## src/rtl/rv_iopmp_entry_encoder.sv

```systemverilog
// IOPMP entry programming engine: turns a (base, len, perm) byte region into NA4/NAPOT/TOR
// entry register writes. Define RV_IOPMP_ENCODER_TOR_FALLBACK_EN to allow TOR encoding.
module rv_iopmp_entry_encoder #(
  parameter int ADDR_WIDTH  = 64,
  parameter int LEN         = 32,
  parameter int NUM_ENTRIES = 16,
  localparam int IDX_W      = $clog2(NUM_ENTRIES)
) (
  input  logic                  clk_i,
  input  logic                  rst_ni,
  input  logic                  req_valid_i,
  output logic                  req_ready_o,
  input  logic [ADDR_WIDTH-1:0] base_i,
  input  logic [ADDR_WIDTH-1:0] len_i,
  input  logic [IDX_W-1:0]      idx_i,
  input  logic [2:0]            perm_i,
  output logic                  wr_valid_o,
  input  logic                  wr_ready_i,
  output logic [IDX_W-1:0]      wr_idx_o,
  output logic [1:0]            wr_sel_o,
  output logic [LEN-1:0]        wr_data_o,
  output logic                  done_o,
  output logic                  err_o,
  output logic [1:0]            mode_o
);

  // state          | meaning
  // IDLE           | ready for a region request
  // CLASSIFY       | pick mode, build entry word, detect errors
  // WR_PREV_ADDR   | TOR: write base>>2 low word to entry idx-1
  // WR_PREV_ADDRH  | TOR: write base>>2 high word to entry idx-1
  // WR_PREV_CFG    | TOR: switch entry idx-1 OFF
  // WR_ADDR        | write entry word low half to entry idx
  // WR_ADDRH       | write entry word high half to entry idx
  // WR_CFG         | write {mode, perm} to entry idx
  // DONE           | one-cycle done pulse with err/mode
  typedef enum logic [3:0] {
    S_IDLE,
    S_CLASSIFY,
`ifdef RV_IOPMP_ENCODER_TOR_FALLBACK_EN
    S_WR_PREV_ADDR,
    S_WR_PREV_ADDRH,
    S_WR_PREV_CFG,
`endif
    S_WR_ADDR,
    S_WR_ADDRH,
    S_WR_CFG,
    S_DONE
  } state_t;

  localparam int EW = 2 * LEN;

  localparam logic [1:0] MODE_OFF   = 2'd0;
  localparam logic [1:0] MODE_TOR   = 2'd1;
  localparam logic [1:0] MODE_NA4   = 2'd2;
  localparam logic [1:0] MODE_NAPOT = 2'd3;

  localparam logic [1:0] SEL_ADDR  = 2'd0;
  localparam logic [1:0] SEL_ADDRH = 2'd1;
  localparam logic [1:0] SEL_CFG   = 2'd2;

  state_t                state_q;
  logic [ADDR_WIDTH-1:0] base_q;
  logic [ADDR_WIDTH-1:0] len_q;
  logic [IDX_W-1:0]      idx_q;
  logic [2:0]            perm_q;
  logic [1:0]            mode_q;
  logic [EW-1:0]         e_q;

  logic [ADDR_WIDTH:0]   limit;
  logic [ADDR_WIDTH-1:0] len_m1;
  logic                  len_zero;
  logic                  limit_over;
  logic                  bad;
  logic                  is_na4;
  logic                  is_napot;
  logic [EW-1:0]         e_base;
  logic [EW-1:0]         e_mask;
  logic                  cls_err;
  logic [1:0]            cls_mode;
  logic [EW-1:0]         cls_e;
  logic [LEN-1:0]        cfg_word;
`ifdef RV_IOPMP_ENCODER_TOR_FALLBACK_EN
  logic                  cls_prev;
`endif

  // limit carries one extra bit so a region ending exactly at 2^ADDR_WIDTH is legal
  assign limit      = {1'b0, base_q} + {1'b0, len_q};
  assign len_m1     = len_q - ADDR_WIDTH'(1);
  assign len_zero   = (len_q == '0);
  assign limit_over = limit[ADDR_WIDTH] && (limit[ADDR_WIDTH-1:0] != '0);
  assign bad        = len_zero || (base_q[1:0] != 2'b00) || (len_q[1:0] != 2'b00) || limit_over;
  assign is_na4     = (len_q == ADDR_WIDTH'(4));
  assign is_napot   = !len_zero && ((len_q & len_m1) == '0) && (len_q >= ADDR_WIDTH'(8)) &&
                      ((base_q & len_m1) == '0);
  assign e_base     = EW'(base_q >> 2);
  assign e_mask     = EW'((len_q >> 3) - ADDR_WIDTH'(1));
  assign cfg_word   = LEN'({mode_q, perm_q});

  always_comb begin
    cls_err  = 1'b0;
    cls_mode = MODE_OFF;
    cls_e    = '0;
`ifdef RV_IOPMP_ENCODER_TOR_FALLBACK_EN
    cls_prev = 1'b0;
`endif
    if (bad) begin
      cls_err = 1'b1;
    end else if (is_na4) begin
      cls_mode = MODE_NA4;
      cls_e    = e_base;
    end else if (is_napot) begin
      cls_mode = MODE_NAPOT;
      cls_e    = e_base | e_mask;
    end else begin
`ifdef RV_IOPMP_ENCODER_TOR_FALLBACK_EN
      // entry 0 in TOR implicitly starts at address 0
      if ((idx_q == '0) && (base_q != '0)) begin
        cls_err = 1'b1;
      end else begin
        cls_mode = MODE_TOR;
        cls_e    = EW'(limit >> 2);
        cls_prev = (idx_q != '0);
      end
`else
      cls_err = 1'b1;
`endif
    end
  end

  always_ff @(posedge clk_i) begin
    if (!rst_ni) begin
      state_q     <= S_IDLE;
      req_ready_o <= 1'b1;
      wr_valid_o  <= 1'b0;
      wr_idx_o    <= '0;
      wr_sel_o    <= SEL_ADDR;
      wr_data_o   <= '0;
      done_o      <= 1'b0;
      err_o       <= 1'b0;
      mode_o      <= MODE_OFF;
      base_q      <= '0;
      len_q       <= '0;
      idx_q       <= '0;
      perm_q      <= '0;
      mode_q      <= MODE_OFF;
      e_q         <= '0;
    end else begin
      case (state_q)
        S_IDLE: begin
          if (req_valid_i && req_ready_o) begin
            base_q      <= base_i;
            len_q       <= len_i;
            idx_q       <= idx_i;
            perm_q      <= perm_i;
            req_ready_o <= 1'b0;
            state_q     <= S_CLASSIFY;
          end
        end
        S_CLASSIFY: begin
          mode_q <= cls_mode;
          e_q    <= cls_e;
          if (cls_err) begin
            done_o  <= 1'b1;
            err_o   <= 1'b1;
            mode_o  <= MODE_OFF;
            state_q <= S_DONE;
`ifdef RV_IOPMP_ENCODER_TOR_FALLBACK_EN
          end else if (cls_prev) begin
            wr_valid_o <= 1'b1;
            wr_idx_o   <= idx_q - IDX_W'(1);
            wr_sel_o   <= SEL_ADDR;
            wr_data_o  <= e_base[LEN-1:0];
            state_q    <= S_WR_PREV_ADDR;
`endif
          end else begin
            wr_valid_o <= 1'b1;
            wr_idx_o   <= idx_q;
            wr_sel_o   <= SEL_ADDR;
            wr_data_o  <= cls_e[LEN-1:0];
            state_q    <= S_WR_ADDR;
          end
        end
`ifdef RV_IOPMP_ENCODER_TOR_FALLBACK_EN
        S_WR_PREV_ADDR: begin
          if (wr_ready_i) begin
            wr_sel_o  <= SEL_ADDRH;
            wr_data_o <= e_base[EW-1:LEN];
            state_q   <= S_WR_PREV_ADDRH;
          end
        end
        S_WR_PREV_ADDRH: begin
          if (wr_ready_i) begin
            wr_sel_o  <= SEL_CFG;
            wr_data_o <= '0;
            state_q   <= S_WR_PREV_CFG;
          end
        end
        S_WR_PREV_CFG: begin
          if (wr_ready_i) begin
            wr_idx_o  <= idx_q;
            wr_sel_o  <= SEL_ADDR;
            wr_data_o <= e_q[LEN-1:0];
            state_q   <= S_WR_ADDR;
          end
        end
`endif
        S_WR_ADDR: begin
          if (wr_ready_i) begin
            wr_sel_o  <= SEL_ADDRH;
            wr_data_o <= e_q[EW-1:LEN];
            state_q   <= S_WR_ADDRH;
          end
        end
        S_WR_ADDRH: begin
          if (wr_ready_i) begin
            wr_sel_o  <= SEL_CFG;
            wr_data_o <= cfg_word;
            state_q   <= S_WR_CFG;
          end
        end
        S_WR_CFG: begin
          if (wr_ready_i) begin
            wr_valid_o <= 1'b0;
            done_o     <= 1'b1;
            err_o      <= 1'b0;
            mode_o     <= mode_q;
            state_q    <= S_DONE;
          end
        end
        S_DONE: begin
          done_o      <= 1'b0;
          err_o       <= 1'b0;
          mode_o      <= MODE_OFF;
          req_ready_o <= 1'b1;
          state_q     <= S_IDLE;
        end
        default: begin
          wr_valid_o  <= 1'b0;
          done_o      <= 1'b0;
          err_o       <= 1'b0;
          mode_o      <= MODE_OFF;
          req_ready_o <= 1'b1;
          state_q     <= S_IDLE;
        end
      endcase
    end
  end

endmodule
```

## config.mk

```make
export PLATFORM = sky130hd
export DESIGN_NAME = rv_iopmp_entry_encoder
export DESIGN_NICKNAME = d
export VERILOG_FILES = /design/src/rtl/rv_iopmp_entry_encoder.sv
export SDC_FILE = /design/constraint.sdc
export NUM_CORES = 1
export LEC_CHECK = 0
export ABC_AREA = 1
export CAP_MARGIN = 20
export CELL_PAD_IN_SITES_DETAIL_PLACEMENT = 1
export CELL_PAD_IN_SITES_GLOBAL_PLACEMENT = 2
export CORE_MARGIN = 3
export CORE_UTILIZATION = 30
export CTS_CLUSTER_DIAMETER = 40
export DETAILED_ROUTE_END_ITERATION = 12
export HOLD_SLACK_MARGIN = 0.02
export PLACE_DENSITY = 0.84
export SYNTH_ARGS = -nofsm -noshare
export SYNTH_HDL_FRONTEND = slang
export SYNTH_SLANG_ARGS = --single-unit
```

## constraint.sdc

```tcl
create_clock -name clk_i -period 6 [get_ports clk_i]
set_clock_uncertainty 0.15 [all_clocks]
set_input_delay 1.2 -clock clk_i [delete_from_list [all_inputs] [get_ports clk_i]]
set_output_delay 1.2 -clock clk_i [all_outputs]
set_load 0.03 [all_outputs]
```

Word-level counts from Yosys, hierarchy flattened
Index checks and enable logic that the tools add are counted.

Add/sub/neg operators: 3. $lt $le $gt $ge: 1. Equal/unequal tests: 12. Mux-type cells: 35. Bitwise gates (word level): 7. Reduce and logical (&&, ||, !) cells: 27.

Operator list (count): 64-bit logical NOT (3); 64-bit two-way mux (3); 64-bit AND (2); 32-bit two-way mux (3); 32-bit case mux with 3 select lines (1); 64-bit by 64-bit adder with 65-bit output (1); 64-bit by 3-bit == test with 1-bit output (second input constant) (1); 64-bit by 4-bit >= comparator with 1-bit output (second input constant) (1); 62-bit by 64-bit bitwise OR with 64-bit output (1); 64-bit nonzero test (1); 64-bit by 1-bit subtractor with 64-bit output (second input constant) (1); 61-bit by 1-bit subtractor with 62-bit output (second input constant) (1); 4-bit case mux with 5 select lines (1); 2-bit two-way mux (8); 4-bit two-way mux (4); 2-bit != test (second input constant) (6); 2-bit case mux with 3 select lines (2); 1-bit case mux with 3 select lines (3); 4-bit by 2-bit == test with 1-bit output (second input constant) (2); 4-bit by 3-bit == test with 1-bit output (second input constant) (2); 1-bit two-way mux (8); 4-bit AND reduction (2); 4-bit OR reduction (2); 2-bit AND reduction (3); other kinds (12) (23).

Register bits: 249. Input port bits: 139. Output and inout port bits: 44. Word-level logic and storage cells: 100.

Depth between registers and ports, before layout
Depth in word-level cells: 11. Depth in mapped cells: 32. Depth with buffers taken out: 30.

Least setup slack after synthesis
Ideal clock, no wire load.

Kind: register to register. Start point: register len_q[3]. End point: register wr_data_o[25]. Arrival: 4.146 ns. Path slack: 1.591 ns. Stages on the path, launching flop included: 30. Period minus slack after synthesis: 4.409 ns. Cell sequence: dfxtp_1 -> inv_1 -> ha_1 -> nand2_1 -> nor2_1 -> inv_2 -> nor2_1 -> inv_1 -> nor2_2 -> inv_1 -> nor2_1 -> inv_1 -> nor2_1 -> nand2_1 -> inv_1 -> nand3_1 -> or2_2 -> ha_1 -> nor4_1 -> nand4_1 -> nor4_1 -> nand4_1 -> nand2_1 -> nand3_4 -> nand2_2 -> nand2_2 -> buf_6 -> buf_4 -> nor2_1 -> nor2_1.

Longest elaborated chain between the ends: 11. Elaborated cells between the ends (all ways): 30.

RTL lines: start, declared (RTL line 64) `logic [ADDR_WIDTH-1:0] len_q;`; start signal, assigned (RTL line 153) `len_q <= len_i;`; 64-bit by 1-bit subtractor with 64-bit output (RTL line 89) `assign len_m1 = len_q - ADDR_WIDTH'(1);`; 64-bit AND (RTL line 94) `assign is_napot = !len_zero && ((len_q & len_m1) == '0) && (len_q >= ADDR_WIDTH'(8)) &&`; 64-bit logical NOT (RTL line 94); 1-bit logical AND (3 in series) (RTL line 94); 64-bit two-way mux / 1-bit two-way mux (equally long branches) (RTL line 112) `end else if (is_napot) begin`; 64-bit two-way mux / 1-bit two-way mux (equally long branches) (RTL line 109) `end else if (is_na4) begin`; 64-bit two-way mux / 1-bit two-way mux (equally long branches) (RTL line 107) `if (bad) begin`; 32-bit two-way mux / 2-bit != test (equally long branches); 32-bit case mux with 3 select lines / 4-bit AND reduction (equally long branches); end signal, assigned (RTL line 180) `wr_data_o <= cls_e[LEN-1:0];`; end signal, assigned (RTL line 211) `wr_data_o <= e_q[EW-1:LEN];`; end signal, assigned (RTL line 218) `wr_data_o <= cfg_word;`; end, declared (RTL line 21) `output logic [LEN-1:0] wr_data_o,`.

Several ways; a longest one is shown, not always the timed one. The select of a mux whose other input is x is not followed. A chain may end at the register's enable or synchronous reset.

Final worst setup path
Start point: register len_q[3]. End point: register wr_data_o[29].

Same word-level chain as after synthesis.

==> PnR_summary.wiki <==
{| class="wikitable"
! Metric !! Value
|-
| Result of the run || finished, final reports clean
|-
| Post-route minimum period || around 5.5 ns
|-
| Worst setup slack before clock tree synthesis || roughly 0.17 ns
|-
| Setup repair after global routing missed its margin || no
|-
| Clock latency reported for the late side of the worst-skew pair || ~0.6 ns
|-
| Leakage component of the power || about 0.012 uW
|-
| Number of cells on the worst hold path || 2
|-
| Initial Util || 30.5%
|-
| Most frequent cells after synthesis || nand2_1, inv_1, nor2_1
|-
| Net count after synthesis || roughly 3600
|-
| Gate count after technology mapping || 3320
|-
| Area leader, netlist || dfxtp_1
|-
| CTS tree || done
|-
| Std-Cell Core Area || around 61000 um2
|-
| Layout area overhead || 24.2%
|-
| Min-Delay Endpoint || e_q[62]
|-
| Post-synthesis cell type count || just over 40
|-
| Final RePlAce weighted congestion || roughly 0.95
|-
| Crit-path max FO || 66
|-
| Sum of net half-perimeters after detailed placement || 74500 um
|-
| Final core utilization || 37.9%
|-
| Clock tree root driver cell || clkbuf_16
|-
| Arrival time of the worst setup path || between 5 and 6 ns
|-
| Post-synthesis async set-or-reset flop share || 0%
|-
| Share of synthesized area occupied by flip-flops and latches || between 20% and 30%
|-
| Number of global-route vias before repair || about 21000
|-
| Average via count per standard cell || about 5
|-
| Global-route wire length before repair || between 100000 and 150000 um
|-
| DRT iter0 DRCs || ~1500
|-
| Worst Hold Margin || ~0.30 ns
|-
| Total of endpoints with negative setup slack in the final report || 0
|-
| Cell at the slowest stage of the critical path || dfxtp_1
|-
| Slack of the critical path || 0.474 ns
|-
| 1st-pass router iterations || 5
|-
| Worst Reg2Reg Path Length in Cells || 29
|-
| Number of flops mapped to enable cells by yosys || 0
|-
| DR WL/cell || approximately 21 um
|-
| Most frequent cell after synthesis || nand2_1
|-
| Die Outline Area || 64800 um2
|-
| Final clock period utilization by the worst path || a little over 90%
|-
| Total global-route track usage || between 20% and 30%
|-
| Crit path kind || reg2reg
|-
| H-tree depth reported by CTS || 2
|-
| Number of clock sinks || between 200 and 250
|-
| DRC violations left || 0
|-
| Bufs on Longest Clock Path || 3
|-
| CP endpoint kind || register
|-
| Peak supply drop || approximately 0.00024 V
|-
| Overall die width || between 200 and 300 um
|-
| Aggregate routed wire length || 89700 um
|-
| Max-cap violations || 0
|-
| Input/output buffers || about 180
|-
| Primary FF master, synth || dfxtp_1
|-
| Synth top area share || between 20% and 30%
|-
| Initial antenna violation count || 2
|-
| Vias post-DR || about 21000
|-
| Height of the chip || between 200 and 300 um
|-
| Total power per unit cell area || roughly 400 nW/um2
|-
| Max frequency || roughly 180 MHz
|-
| Synth Register Bits || 215
|-
| Hold Crit Class || reg2reg
|-
| Proportion of layout cells with a drive suffix above 1 || under 10%
|-
| Largest net degree at the start of global routing || 99
|-
| Syn avg cell area || 5.59 um2
|-
| Required @ worst endpoint || around 6.4 ns
|-
| Count of antenna diodes in the layout || 0
|-
| Slew Limit Headroom || between 20% and 30%
|-
| Total clock buffers created by CTS || 48
|-
| Max-slew violation count || 0
|-
| Actual slew at the worst max-slew pin || roughly 1.1 ns
|-
| Antenna-violating nets left || 0
|-
| Max incr delay on CP || 0.36 ns
|-
| Startpoint types || register
|-
| Remaining global-route overflow || 0
|-
| Final hold violation count || 0
|-
| Number of top-level pins || 183
|-
| Synthesis warning total || 0
|-
| Worst-path clk slew || ~0.050 ns
|-
| Source of the worst hold timing path || e_q[62]
|-
| Accumulated negative setup slack || 0 ns
|-
| Setup slack, reg-to-reg || about 0.47 ns
|-
| Nets || approximately 3800
|-
| Worst reg2reg path endpoint || wr_data_o[29]
|-
| Launching point of the worst reg2reg path || len_q[3]
|-
| Leading post-synthesis cells by cell area || dfxtp_1, nand2_1, inv_1
|-
| Row Count || 90
|-
| Area of the mapped netlist || about 19000 um2
|}
## worst max-delay path: cells and delay by family (launching register included)
family / cells / cell delay [ns]
AND/OR/NAND/NOR: 20 / 3.68
buffers and inverters: 7 / 0.86
adder cells (fa/ha/maj): 2 / 0.38
flip-flops: 1 / 0.36
## timing repair
| item | CTS | global route |
|---|---|---|
| endpoints found under the setup margin | 0 | 75 |
| resized for setup | 0 | 11 |
| hold buffers | 0 | 0 |
| setup buffers | 0 | 1 |
## metal layers
layer | vias to the layer above | wire (um) | track usage (%)
li1 | 10600 | - | -
met1 | 10100 | 41600 | 36.4
met2 | 451 | 41500 | 46.3
met3 | 137 | 3480 | 2.87
met4 | 2 | 3180 | 9.12
met5 | - | 10 | 0
## logic make-up (layout without fill, tap and decap cells)
group,count (synthesis),in the layout,share of synthesized area [%]
and+or+nand+nor,1736,1736,37.8
AOI/OAI and AO/OA,474,474,13.3
DFF,215,215,23.2
buffers and inverters,721,936,14.8
xor gates and xnor gates,42,42,1.98
adders and majority gates,132,132,8.94
## stage by stage
stage | cell area (um2) | total power [uW] | std cells
floorplan | 18500 | 4520 | 3320
global placement | 21200 | 6190 | 4226
detailed placement | 21200 | 6190 | 4226
CTS | 23000 | 9150 | 4316
global route | 23000 | 9730 | 4317
finish | 23000 | 9140 | 4317
## layout by cell type, fill, tap and decap left out, types with 48 or more instances in the layout
cell	n
dfxtp_1	215
nand3_1	106
ha_1	131
inv_1	621
a21oi_1	196
nand2_1	993
nor2_1	493
clkdlybuf4s50_1	181
clkbuf_16	48
o21ai_0	230
## cell type report
cell class,count,area (um2)
repair buffers,205,2020
flip-flops and latches,215,4300
inverters,641,2410
clock inverters,36,495
fillers,8234,37800
clock buffers,54,1260
well taps,782,978
multi-input cells,2384,11600
## flip-flops by register name (all words and copies together), names as in the netlist
| register | count |
|---|---|
| base_q | 64 |
| done_o | 1 |
| e_q | 31 |
| err_o | 1 |
| idx_q | 4 |
| len_q | 64 |
| mode_o | 2 |
| mode_q | 2 |
| perm_q | 3 |
| req_ready_o | 1 |
| state_q | 3 |
| wr_data_o | 32 |
| wr_idx_o | 4 |
| wr_sel_o | 2 |
| wr_valid_o | 1 |
## where the power goes
group	switching, uW	internal (uW)	total [uW]
combinational	2830	1290	4120
clock	1000	1890	2890
sequential	415	1710	2130
total	4250	4890	9140
## how the worst max path moves through the flow
| stage | from | to | slack [ns] | cells past startpoint |
|---|---|---|---|---|
| 5_1_grt | len_q[3] | wr_data_o[10] | 0.04 | 29 |
| 4_1_cts | len_q[3] | wr_data_o[12] | 0.13 | 29 |
| 3_5_place_dp | len_q[3] | wr_data_o[25] | 0.17 | 28 |
| 6_report | len_q[3] | wr_data_o[29] | 0.47 | 29 |
| 2_1_floorplan | len_q[3] | wr_data_o[25] | 1.59 | 29 |
| 3_3_place_gp | len_q[8] | wr_data_o[6] | 0.40 | 26 |
No activity file was read; power rests on OpenSTA's default activity.
